--- src/rtl/band_readout_pkg.sv ---
// Shared types and constants for the band readout path.
// BAND_READOUT_TIMESTAMP_EN adds a 3-byte count_1M timestamp to hit frames.
package band_readout_pkg;

    typedef enum logic [2:0] {
        ST_IDLE,
        ST_HDR,
        ST_SEQ,
        ST_TS,
        ST_DATA,
        ST_CSUM
    } state_t;

    localparam logic [7:0]  HDR_RATE_DEF   = 8'hA5;
    localparam logic [7:0]  HDR_HIT_DEF    = 8'h5A;
    localparam int unsigned BYTES_PER_WORD = 3;
    localparam int unsigned WORD_W         = 24;

`ifdef BAND_READOUT_TIMESTAMP_EN
    localparam bit TS_EN = 1'b1;
`else
    localparam bit TS_EN = 1'b0;
`endif

    // Bytes in one frame: header, sequence, optional timestamp, data, checksum.
    function automatic int unsigned frame_len(input int unsigned n_ant, input bit is_hit);
        return BYTES_PER_WORD * n_ant + 3 + ((TS_EN && is_hit) ? BYTES_PER_WORD : 0);
    endfunction

endpackage

--- src/rtl/band_shadow_buf.sv ---
// One-deep snapshot buffer: rising-edge event capture, full flag and
// saturating drop counter for events that arrive while the buffer is full.
module band_shadow_buf #(
    parameter int unsigned W = 24
) (
    input  logic         clk,
    input  logic         rst_n,
    input  logic         trig,
    input  logic [W-1:0] din,
    input  logic         clr,
    output logic [W-1:0] data,
    output logic         full,
    output logic [7:0]   drops
);

    logic trig_d;
    logic ev_c;

    assign ev_c = trig && !trig_d;

    // A clear in the same cycle as an event still sees full set, so the event drops.
    always_ff @(posedge clk or negedge rst_n) begin
        if (!rst_n) begin
            trig_d <= 1'b0;
            data   <= '0;
            full   <= 1'b0;
            drops  <= '0;
        end else begin
            trig_d <= trig;
            if (ev_c) begin
                if (full) begin
                    if (drops != 8'hFF) drops <= drops + 8'd1;
                end else begin
                    data <= din;
                    full <= 1'b1;
                end
            end
            if (clr) full <= 1'b0;
        end
    end

endmodule

--- src/rtl/band_rate_readout.sv ---
// Snapshots band rate / hit-pattern words and streams them as checksummed byte frames.
// Define BAND_READOUT_TIMESTAMP_EN to carry count_1M in hit frames.
module band_rate_readout
    import band_readout_pkg::*;
#(
    parameter int unsigned N_ANT    = 8,
    parameter logic [7:0]  HDR_RATE = HDR_RATE_DEF,
    parameter logic [7:0]  HDR_HIT  = HDR_HIT_DEF
) (
    input  logic                  clk_r2,
    input  logic                  reset_n,
    input  logic [24*N_ANT-1:0]   rate_bus,
    input  logic                  tick,
    input  logic [24*N_ANT-1:0]   bp_bus,
    input  logic [3:0]            trigger_shifter,
    input  logic [23:0]           count_1M,
    output logic [7:0]            out_data,
    output logic                  out_valid,
    input  logic                  out_ready,
    output logic [7:0]            drop_rate,
    output logic [7:0]            drop_hit,
    output logic                  busy
);

    localparam int unsigned DW  = WORD_W * N_ANT;
    localparam int unsigned HW  = DW + (TS_EN ? WORD_W : 0);
    localparam int unsigned NDB = BYTES_PER_WORD * N_ANT;
    localparam int unsigned WIW = (N_ANT > 1) ? $clog2(N_ANT) : 1;
    localparam int unsigned DCW = $clog2(NDB + 1);

    state_t          state;
    logic            sel_hit;
    logic [7:0]      csum;
    logic [7:0]      seq_rate;
    logic [7:0]      seq_hit;
    logic [WIW-1:0]  wi;
    logic [1:0]      bi;
    logic [DCW-1:0]  dcnt;
    logic [1:0]      tcnt;

    logic [DW-1:0]   rate_data;
    logic [HW-1:0]   hit_data;
    logic [HW-1:0]   hit_din;
    logic            rate_full;
    logic            hit_full;
    logic            hs_c;
    logic            clr_rate_c;
    logic            clr_hit_c;
    logic            hit_phase_c;
    logic [23:0]     ts_word_c;
    logic [DW-1:0]   payload_c;
    logic [23:0]     word_c;
    logic [7:0]      data_byte_c;
    logic [7:0]      ts_byte_c;
    logic [7:0]      hdr_c;
    logic [7:0]      seq_c;
    logic [WIW-1:0]  wi_nx_c;
    logic [1:0]      bi_nx_c;

    assign hs_c        = out_valid && out_ready;
    assign clr_rate_c  = (state == ST_CSUM) && hs_c && !sel_hit;
    assign clr_hit_c   = (state == ST_CSUM) && hs_c && sel_hit;
    assign hit_phase_c = (trigger_shifter == 4'h4);

`ifdef BAND_READOUT_TIMESTAMP_EN
    assign hit_din   = {count_1M, bp_bus};
    assign ts_word_c = hit_data[HW-1 -: 24];
`else
    logic unused_ts;
    assign unused_ts = ^count_1M;
    assign hit_din   = bp_bus;
    assign ts_word_c = '0;
`endif

    band_shadow_buf #(.W(DW)) u_rate (
        .clk   (clk_r2),
        .rst_n (reset_n),
        .trig  (tick),
        .din   (rate_bus),
        .clr   (clr_rate_c),
        .data  (rate_data),
        .full  (rate_full),
        .drops (drop_rate)
    );

    band_shadow_buf #(.W(HW)) u_hit (
        .clk   (clk_r2),
        .rst_n (reset_n),
        .trig  (hit_phase_c),
        .din   (hit_din),
        .clr   (clr_hit_c),
        .data  (hit_data),
        .full  (hit_full),
        .drops (drop_hit)
    );

    // Byte muxes: wi/bi and tcnt point at the next byte to be loaded.
    always_comb begin
        payload_c = sel_hit ? hit_data[DW-1:0] : rate_data;
        word_c    = payload_c[WORD_W*wi +: WORD_W];
        hdr_c     = sel_hit ? HDR_HIT : HDR_RATE;
        seq_c     = sel_hit ? seq_hit : seq_rate;
        case (bi)
            2'd0:    data_byte_c = word_c[23:16];
            2'd1:    data_byte_c = word_c[15:8];
            default: data_byte_c = word_c[7:0];
        endcase
        case (tcnt)
            2'd0:    ts_byte_c = ts_word_c[23:16];
            2'd1:    ts_byte_c = ts_word_c[15:8];
            default: ts_byte_c = ts_word_c[7:0];
        endcase
        bi_nx_c = (bi == 2'd2) ? 2'd0 : bi + 2'd1;
        wi_nx_c = (bi == 2'd2 && wi != WIW'(N_ANT - 1)) ? wi + WIW'(1) : wi;
    end

    // HDR spends one cycle priming the output register, giving a 2-cycle start latency.
    always_ff @(posedge clk_r2 or negedge reset_n) begin
        if (!reset_n) begin
            state     <= ST_IDLE;
            sel_hit   <= 1'b0;
            out_data  <= '0;
            out_valid <= 1'b0;
            busy      <= 1'b0;
            csum      <= '0;
            seq_rate  <= '0;
            seq_hit   <= '0;
            wi        <= '0;
            bi        <= '0;
            dcnt      <= '0;
            tcnt      <= '0;
        end else begin
            case (state)
                ST_IDLE: begin
                    if (rate_full || hit_full) begin
                        sel_hit <= hit_full;
                        busy    <= 1'b1;
                        state   <= ST_HDR;
                    end
                end
                ST_HDR: begin
                    if (!out_valid) begin
                        out_valid <= 1'b1;
                        out_data  <= hdr_c;
                        csum      <= hdr_c;
                    end else if (hs_c) begin
                        out_data <= seq_c;
                        csum     <= csum ^ seq_c;
                        wi       <= '0;
                        bi       <= '0;
                        dcnt     <= '0;
                        tcnt     <= '0;
                        state    <= ST_SEQ;
                    end
                end
                ST_SEQ: begin
                    if (hs_c) begin
                        if (TS_EN && sel_hit) begin
                            out_data <= ts_byte_c;
                            csum     <= csum ^ ts_byte_c;
                            tcnt     <= 2'd1;
                            state    <= ST_TS;
                        end else begin
                            out_data <= data_byte_c;
                            csum     <= csum ^ data_byte_c;
                            wi       <= wi_nx_c;
                            bi       <= bi_nx_c;
                            dcnt     <= dcnt + DCW'(1);
                            state    <= ST_DATA;
                        end
                    end
                end
                ST_TS: begin
                    if (hs_c) begin
                        if (tcnt == 2'd3) begin
                            out_data <= data_byte_c;
                            csum     <= csum ^ data_byte_c;
                            wi       <= wi_nx_c;
                            bi       <= bi_nx_c;
                            dcnt     <= dcnt + DCW'(1);
                            state    <= ST_DATA;
                        end else begin
                            out_data <= ts_byte_c;
                            csum     <= csum ^ ts_byte_c;
                            tcnt     <= tcnt + 2'd1;
                        end
                    end
                end
                ST_DATA: begin
                    if (hs_c) begin
                        if (dcnt == DCW'(NDB)) begin
                            out_data <= csum;
                            state    <= ST_CSUM;
                        end else begin
                            out_data <= data_byte_c;
                            csum     <= csum ^ data_byte_c;
                            wi       <= wi_nx_c;
                            bi       <= bi_nx_c;
                            dcnt     <= dcnt + DCW'(1);
                        end
                    end
                end
                ST_CSUM: begin
                    if (hs_c) begin
                        out_valid <= 1'b0;
                        busy      <= 1'b0;
                        state     <= ST_IDLE;
                        if (sel_hit) seq_hit  <= seq_hit + 8'd1;
                        else         seq_rate <= seq_rate + 8'd1;
                    end
                end
                default: state <= ST_IDLE;
            endcase
        end
    end

endmodule

--- config.mk ---
export PLATFORM = sky130hd
export DESIGN_NAME = band_rate_readout
export DESIGN_NICKNAME = d
export VERILOG_FILES = /design/src/rtl/band_readout_pkg.sv /design/src/rtl/band_shadow_buf.sv /design/src/rtl/band_rate_readout.sv
export SDC_FILE = /design/constraint.sdc
export NUM_CORES = 1
export LEC_CHECK = 0
export ABC_CLOCK_PERIOD_IN_PS = 2130
export CAP_MARGIN = 20
export CORE_MARGIN = 5
export CORE_UTILIZATION = 47
export CTS_BUF_LIST = sky130_fd_sc_hd__clkbuf_16
export DETAILED_ROUTE_END_ITERATION = 7
export PLACE_DENSITY = 0.77
export SKIP_CTS_REPAIR_TIMING = 1
export SLEW_MARGIN = 20
export SYNTH_ARGS = -nofsm -noshare
export SYNTH_HDL_FRONTEND = slang
export SYNTH_SLANG_ARGS = --single-unit
--- constraint.sdc ---
create_clock -name clk_r2 -period 2.13 [get_ports clk_r2]
set_input_delay 0.213 -clock clk_r2 [delete_from_list [all_inputs] [get_ports clk_r2]]
set_output_delay 0.213 -clock clk_r2 [all_outputs]
set_load 0.01 [all_outputs]
==> results.txt <==
- The flow ran to the end, but the final reports show violations.
- The final reports fail on negative setup slack.
- CTS max path bufs: 3
- In this run the worst path has a maximum fanout of 6.
* Antenna violations before repair: 21
- Share of synthesized area occupied by flip-flops and latches: 53.20%
* Count of buffer and inverter cells on the critical path: 3
- Highest clock frequency the design can meet: 394.8 MHz
- Measured on the finished design, the core utilization comes to 64.45%.
* Overall die height: 223.2 µm
* Worst hold path cell count: 1
- In the final layout, flip-flops and latches occupy 11,370 µm².
- Worst hold start: tick
- Worst Hold Slack: 0.1165 ns
* Power, Total: 40,650 µW
- Via count of the first global-routing pass: 16,650
* Total of buffers placed on input and output ports: 417
- Once routing completed, OpenROAD measured the worst setup slack at -0.4028 ns.
- Yosys mapped a number of flops with a built-in enable equal to 0.
- Synth Register Bits: 454
* Core region area: 45,190 µm²
- Summing all multi-input logic gate instances after layout gives 9704 µm².
* Area added between synthesis and finish: 36.35%
* Number of search-and-repair iterations in the first detailed-routing pass: 5
* Number of buffers created by CTS: 48
- Reg-to-reg endpoint: csum[5]
- Type of the worst min-delay path: input port to flop
- Synth Warn #: 0
* Overall die area: 49,800 µm²
- The kind of cell with the highest combined delay along the critical path is simple AND/OR/NAND/NOR gates.
* Power density cells: 1396 nW/µm²
- Number of cells on the worst reg-to-reg path: 9
- Measured against its own limit, the worst slew margin works out to 23.96%.
* Io pins: 442
* Largest clock skew in the final design: 0.01227 ns
* Slew @ Worst Pin: 1.138 ns
- RSZ-0062 raised after global routing: yes
- Number of rows in the core area: 78
- The critical path is of the flop to flop type.
* Switching power of the nets: 13,910 µW
- Routed WL: 66,930 µm
* Post-synth ARST share: 100.0%
* Layout cells sized above 1: 34.50%
* Worst-case register-to-register setup slack: -0.40 ns
* Synthesized instance count: 1,548
- Initial core utilization: 47.26%
- CTS built an H-tree with a depth of 2.
* Number of fillers in the final layout: 3,352
- Vias after detailed routing: 15,310
- Traced cell by cell, the critical path runs through buf_12 -> buf_12 -> buf_12 -> mux2i_2 -> o22ai_2 -> nor3_2 -> or4_4 -> or4_4 -> nand3_2.
* Combinational cell fraction of total power: 42.0%
- The floorplan step set the die width to 223.2 µm.
* Avg Cell Area, Syn: 13.80 µm²
- Maximum number of pins on one net before global-route repair: 82
- The number of endpoints with negative hold slack in the final report is 0.
- The worst-case IR drop observed on VDD is 0.7580 mV.
- For this design, the sink count on the clock tree is 454.
- In this run switching power makes up 34.21% of total power.
- Worst min-delay path endpoint: u_rate.trig_d
- After clock tree synthesis, the clock-pin slew on the worst setup and hold paths is 0.06 ns.
- DRC violation total after the first TritonRoute iteration: 1,018
* Net Count, Synth: 1,973
- Across the run, the number of max-cap violations was 0.
- For this run, the leading register cell type out of synthesis is sky130_fd_sc_hd__dfrtp_1.
- After global routing the overflow that remains totals 0.
- Cell Int Power: 26,750 µW
* Synthesized cell area: 21,360 µm²
- By instance count, the cell type seen most on the critical path is sky130_fd_sc_hd__buf_12.
- The final-report max-slew violation count is 0.
- Fin nets: 2,481
* Distinct cell type count of the synthesized netlist: 62
- Routed length per instance: 24.72 µm
- Routability congestion estimate from global placement: 0.8872
- Of the total power, registers draw 37.8%.
- Number of setup violations in the final report: 19
* Library cell contributing the largest single delay on the critical path: sky130_fd_sc_hd__or4_4
- Portion of total power attributed to the clock network: 20.2%
* Data required time of the worst path: 2.65 ns
- Aggregate global-route resource usage: 26.13%
- Routed via count divided by cell count: 5.653
- Leak pwr: 0.01247 µW
- TritonCTS built the clock tree.
- CP peak stage delay: 0.53 ns
* Detailed placer's ending HPWL: 51,100 µm
- DRC viols: 0
* Arrival time worst endpoint: 3.05 ns
- Clock latency on the worst-skew pair, taken at its later pin, is 0.59 ns.
* Worst reg2reg startpoint: sel_hit
- Number of routed nets with antenna violations: 0
- Critical path launch point type: flop
* Root buffer selected by CTS: sky130_fd_sc_hd__clkbuf_16
- The first global-routing pass estimated 100,200 µm of wire.
- For the finished layout, the period the worst path requires is 2.533 ns.
- Share of the clock period used by the worst path: 118.9%
- Critical Path Sink Type: flop
[cell families (layout without fill, tap and decap cells)]
family | count (synthesis) | count (layout) | synth area share [%]
XOR/XNOR | 47 | 47 | 1.927
other | 0 | 18 | 0
adder cells (fa/ha/maj) | 9 | 9 | 0.5273
AO/OA/AOI/OAI | 157 | 157 | 4.827
buffers and inverters | 106 | 648 | 2.853
multiplexers | 538 | 538 | 30.96
AND/OR/NAND/NOR | 237 | 237 | 5.706
flip-flops | 454 | 454 | 53.20
[Yosys cell counts, types with 6 or more instances]
cell                         n  area (µm²)
sky130_fd_sc_hd__buf_6       8       90.09
sky130_fd_sc_hd__nand2_1    75       281.5
sky130_fd_sc_hd__o22ai_1    36       225.2
sky130_fd_sc_hd__dfrtp_1   454       11360
sky130_fd_sc_hd__mux2_2    394        4437
sky130_fd_sc_hd__xor2_1     23       201.4
sky130_fd_sc_hd__inv_1       7       26.28
sky130_fd_sc_hd__nand3_1    13       65.06
sky130_fd_sc_hd__nor2_1     39       146.4
sky130_fd_sc_hd__ha_1        9       112.6
sky130_fd_sc_hd__o21ai_0    25       125.1
sky130_fd_sc_hd__and3_1      6       37.54
sky130_fd_sc_hd__nor2b_1    13       81.33
sky130_fd_sc_hd__mux4_2     47        1059
sky130_fd_sc_hd__a21oi_1    30       150.1
sky130_fd_sc_hd__clkbuf_1   40       150.1
sky130_fd_sc_hd__buf_1       9       33.78
sky130_fd_sc_hd__xnor2_1    24       210.2
sky130_fd_sc_hd__o211ai_1   10       75.07
sky130_fd_sc_hd__nor3_1     17       85.08
sky130_fd_sc_hd__mux4_1      9       236.5
sky130_fd_sc_hd__buf_2      30       150.1
sky130_fd_sc_hd__a22oi_1     9       67.56
sky130_fd_sc_hd__nand2b_1   16       100.1
sky130_fd_sc_hd__nand4_1    18       112.6
sky130_fd_sc_hd__mux2i_1    88       880.8
sky130_fd_sc_hd__and2_1      6       37.54
sky130_fd_sc_hd__a211oi_1    9       67.56
[layout by cell type, fill, tap and decap left out, drive strengths merged, types with 13 or more instances in the layout]
cell and count:
dfrtp 454, inv 17, buf 138, diode 18, a21oi 30, nand4 18, o21ai 26, nor2 39
xor2 23, clkbuf 49, mux2i 88, xnor2 24, clkinv 21, nand3 13, clkdlybuf4s50 416, o22ai 38
nor2b 13, nor3 17, nand2b 17, nand2 77, mux4 56, mux2 394
[registers in the layout, summed over array words and instances (netlist names), 5 cells and up]
| signal | cells |
|---|---|
| u_hit.data | 192 |
| out_data | 8 |
| seq_rate | 8 |
| seq_hit | 8 |
| csum | 8 |
| u_rate.drops | 8 |
| u_rate.data | 192 |
| u_hit.drops | 8 |
| dcnt | 5 |
[cell type report]
class                           instances  share of cell area, %
Sequential cell                       454                  39.05
Multi-Input combinational cell        988                  33.32
Timing Repair Buffer                  556                  19.62
Clock buffer                           48                  4.125
Tap cell                              600                  2.578
Clock inverter                         36                  1.044
Antenna cell                           18                 0.1547
Inverter                                8                 0.1031
[metal layers]
| metal | vias up | global-route usage (%) | wire length (µm) |
|---|---|---|---|
| met5 | - | 0 | 41 |
| li1 | 6747 | - | - |
| met2 | 520 | 42.81 | 33160 |
| met3 | 121 | 5.355 | 4065 |
| met4 | 6 | 10.06 | 2193 |
| met1 | 7913 | 34.51 | 27470 |
[power by group through the flow]
stage	Clock (µW)	Combinational (µW)	Sequential [µW]
2_1_floorplan	0	10600	14300
3_3_place_gp	0	15500	15200
3_5_place_dp	0	15800	15400
4_1_cts	8360	15900	15300
5_1_grt	8710	18200	15800
6_report	8210	17100	15400
[worst max-delay path by stage]
| stage | slack, ns | to | depth (start not counted) | startpoint |
|---|---|---|---|---|
| floorplan | -0.16 | csum[7] | 9 | sel_hit |
| global placement | -0.42 | u_hit.data[32] | 8 | trigger_shifter[1] |
| detailed placement | -0.41 | csum[7] | 7 | wi[0] |
| CTS | -0.44 | csum[6] | 7 | sel_hit |
| global route | -0.46 | csum[2] | 9 | sel_hit |
| finish | -0.40 | csum[5] | 9 | sel_hit |
[per-stage QoR]
| step | setup TNS [ns] | std cells | cell area (µm²) | worst slack (ns) |
|---|---|---|---|---|
| after global placement | -79.25 | 2595 | 27100 | -0.4164 |
| after floorplan | -0.4936 | 1548 | 21390 | -0.1619 |
| after detailed placement | -67.88 | 2595 | 27100 | -0.4057 |
| after global routing | -6.436 | 2707 | 29120 | -0.4556 |
| after CTS | -6.394 | 2679 | 28610 | -0.4366 |
| final | -5.287 | 2708 | 29120 | -0.4028 |
[worst register-to-register path, stage by stage (launching register included)]
cell and delay [ns]:
sky130_fd_sc_hd__dfrtp_4 0.51, sky130_fd_sc_hd__buf_12 0.15, sky130_fd_sc_hd__buf_12 0.14, sky130_fd_sc_hd__buf_12 0.14, sky130_fd_sc_hd__mux2i_2 0.15, sky130_fd_sc_hd__o22ai_2 0.19, sky130_fd_sc_hd__nor3_2 0.06, sky130_fd_sc_hd__or4_4 0.53
sky130_fd_sc_hd__or4_4 0.52, sky130_fd_sc_hd__nand3_2 0.07
No activity file was read; power rests on OpenSTA's default activity.
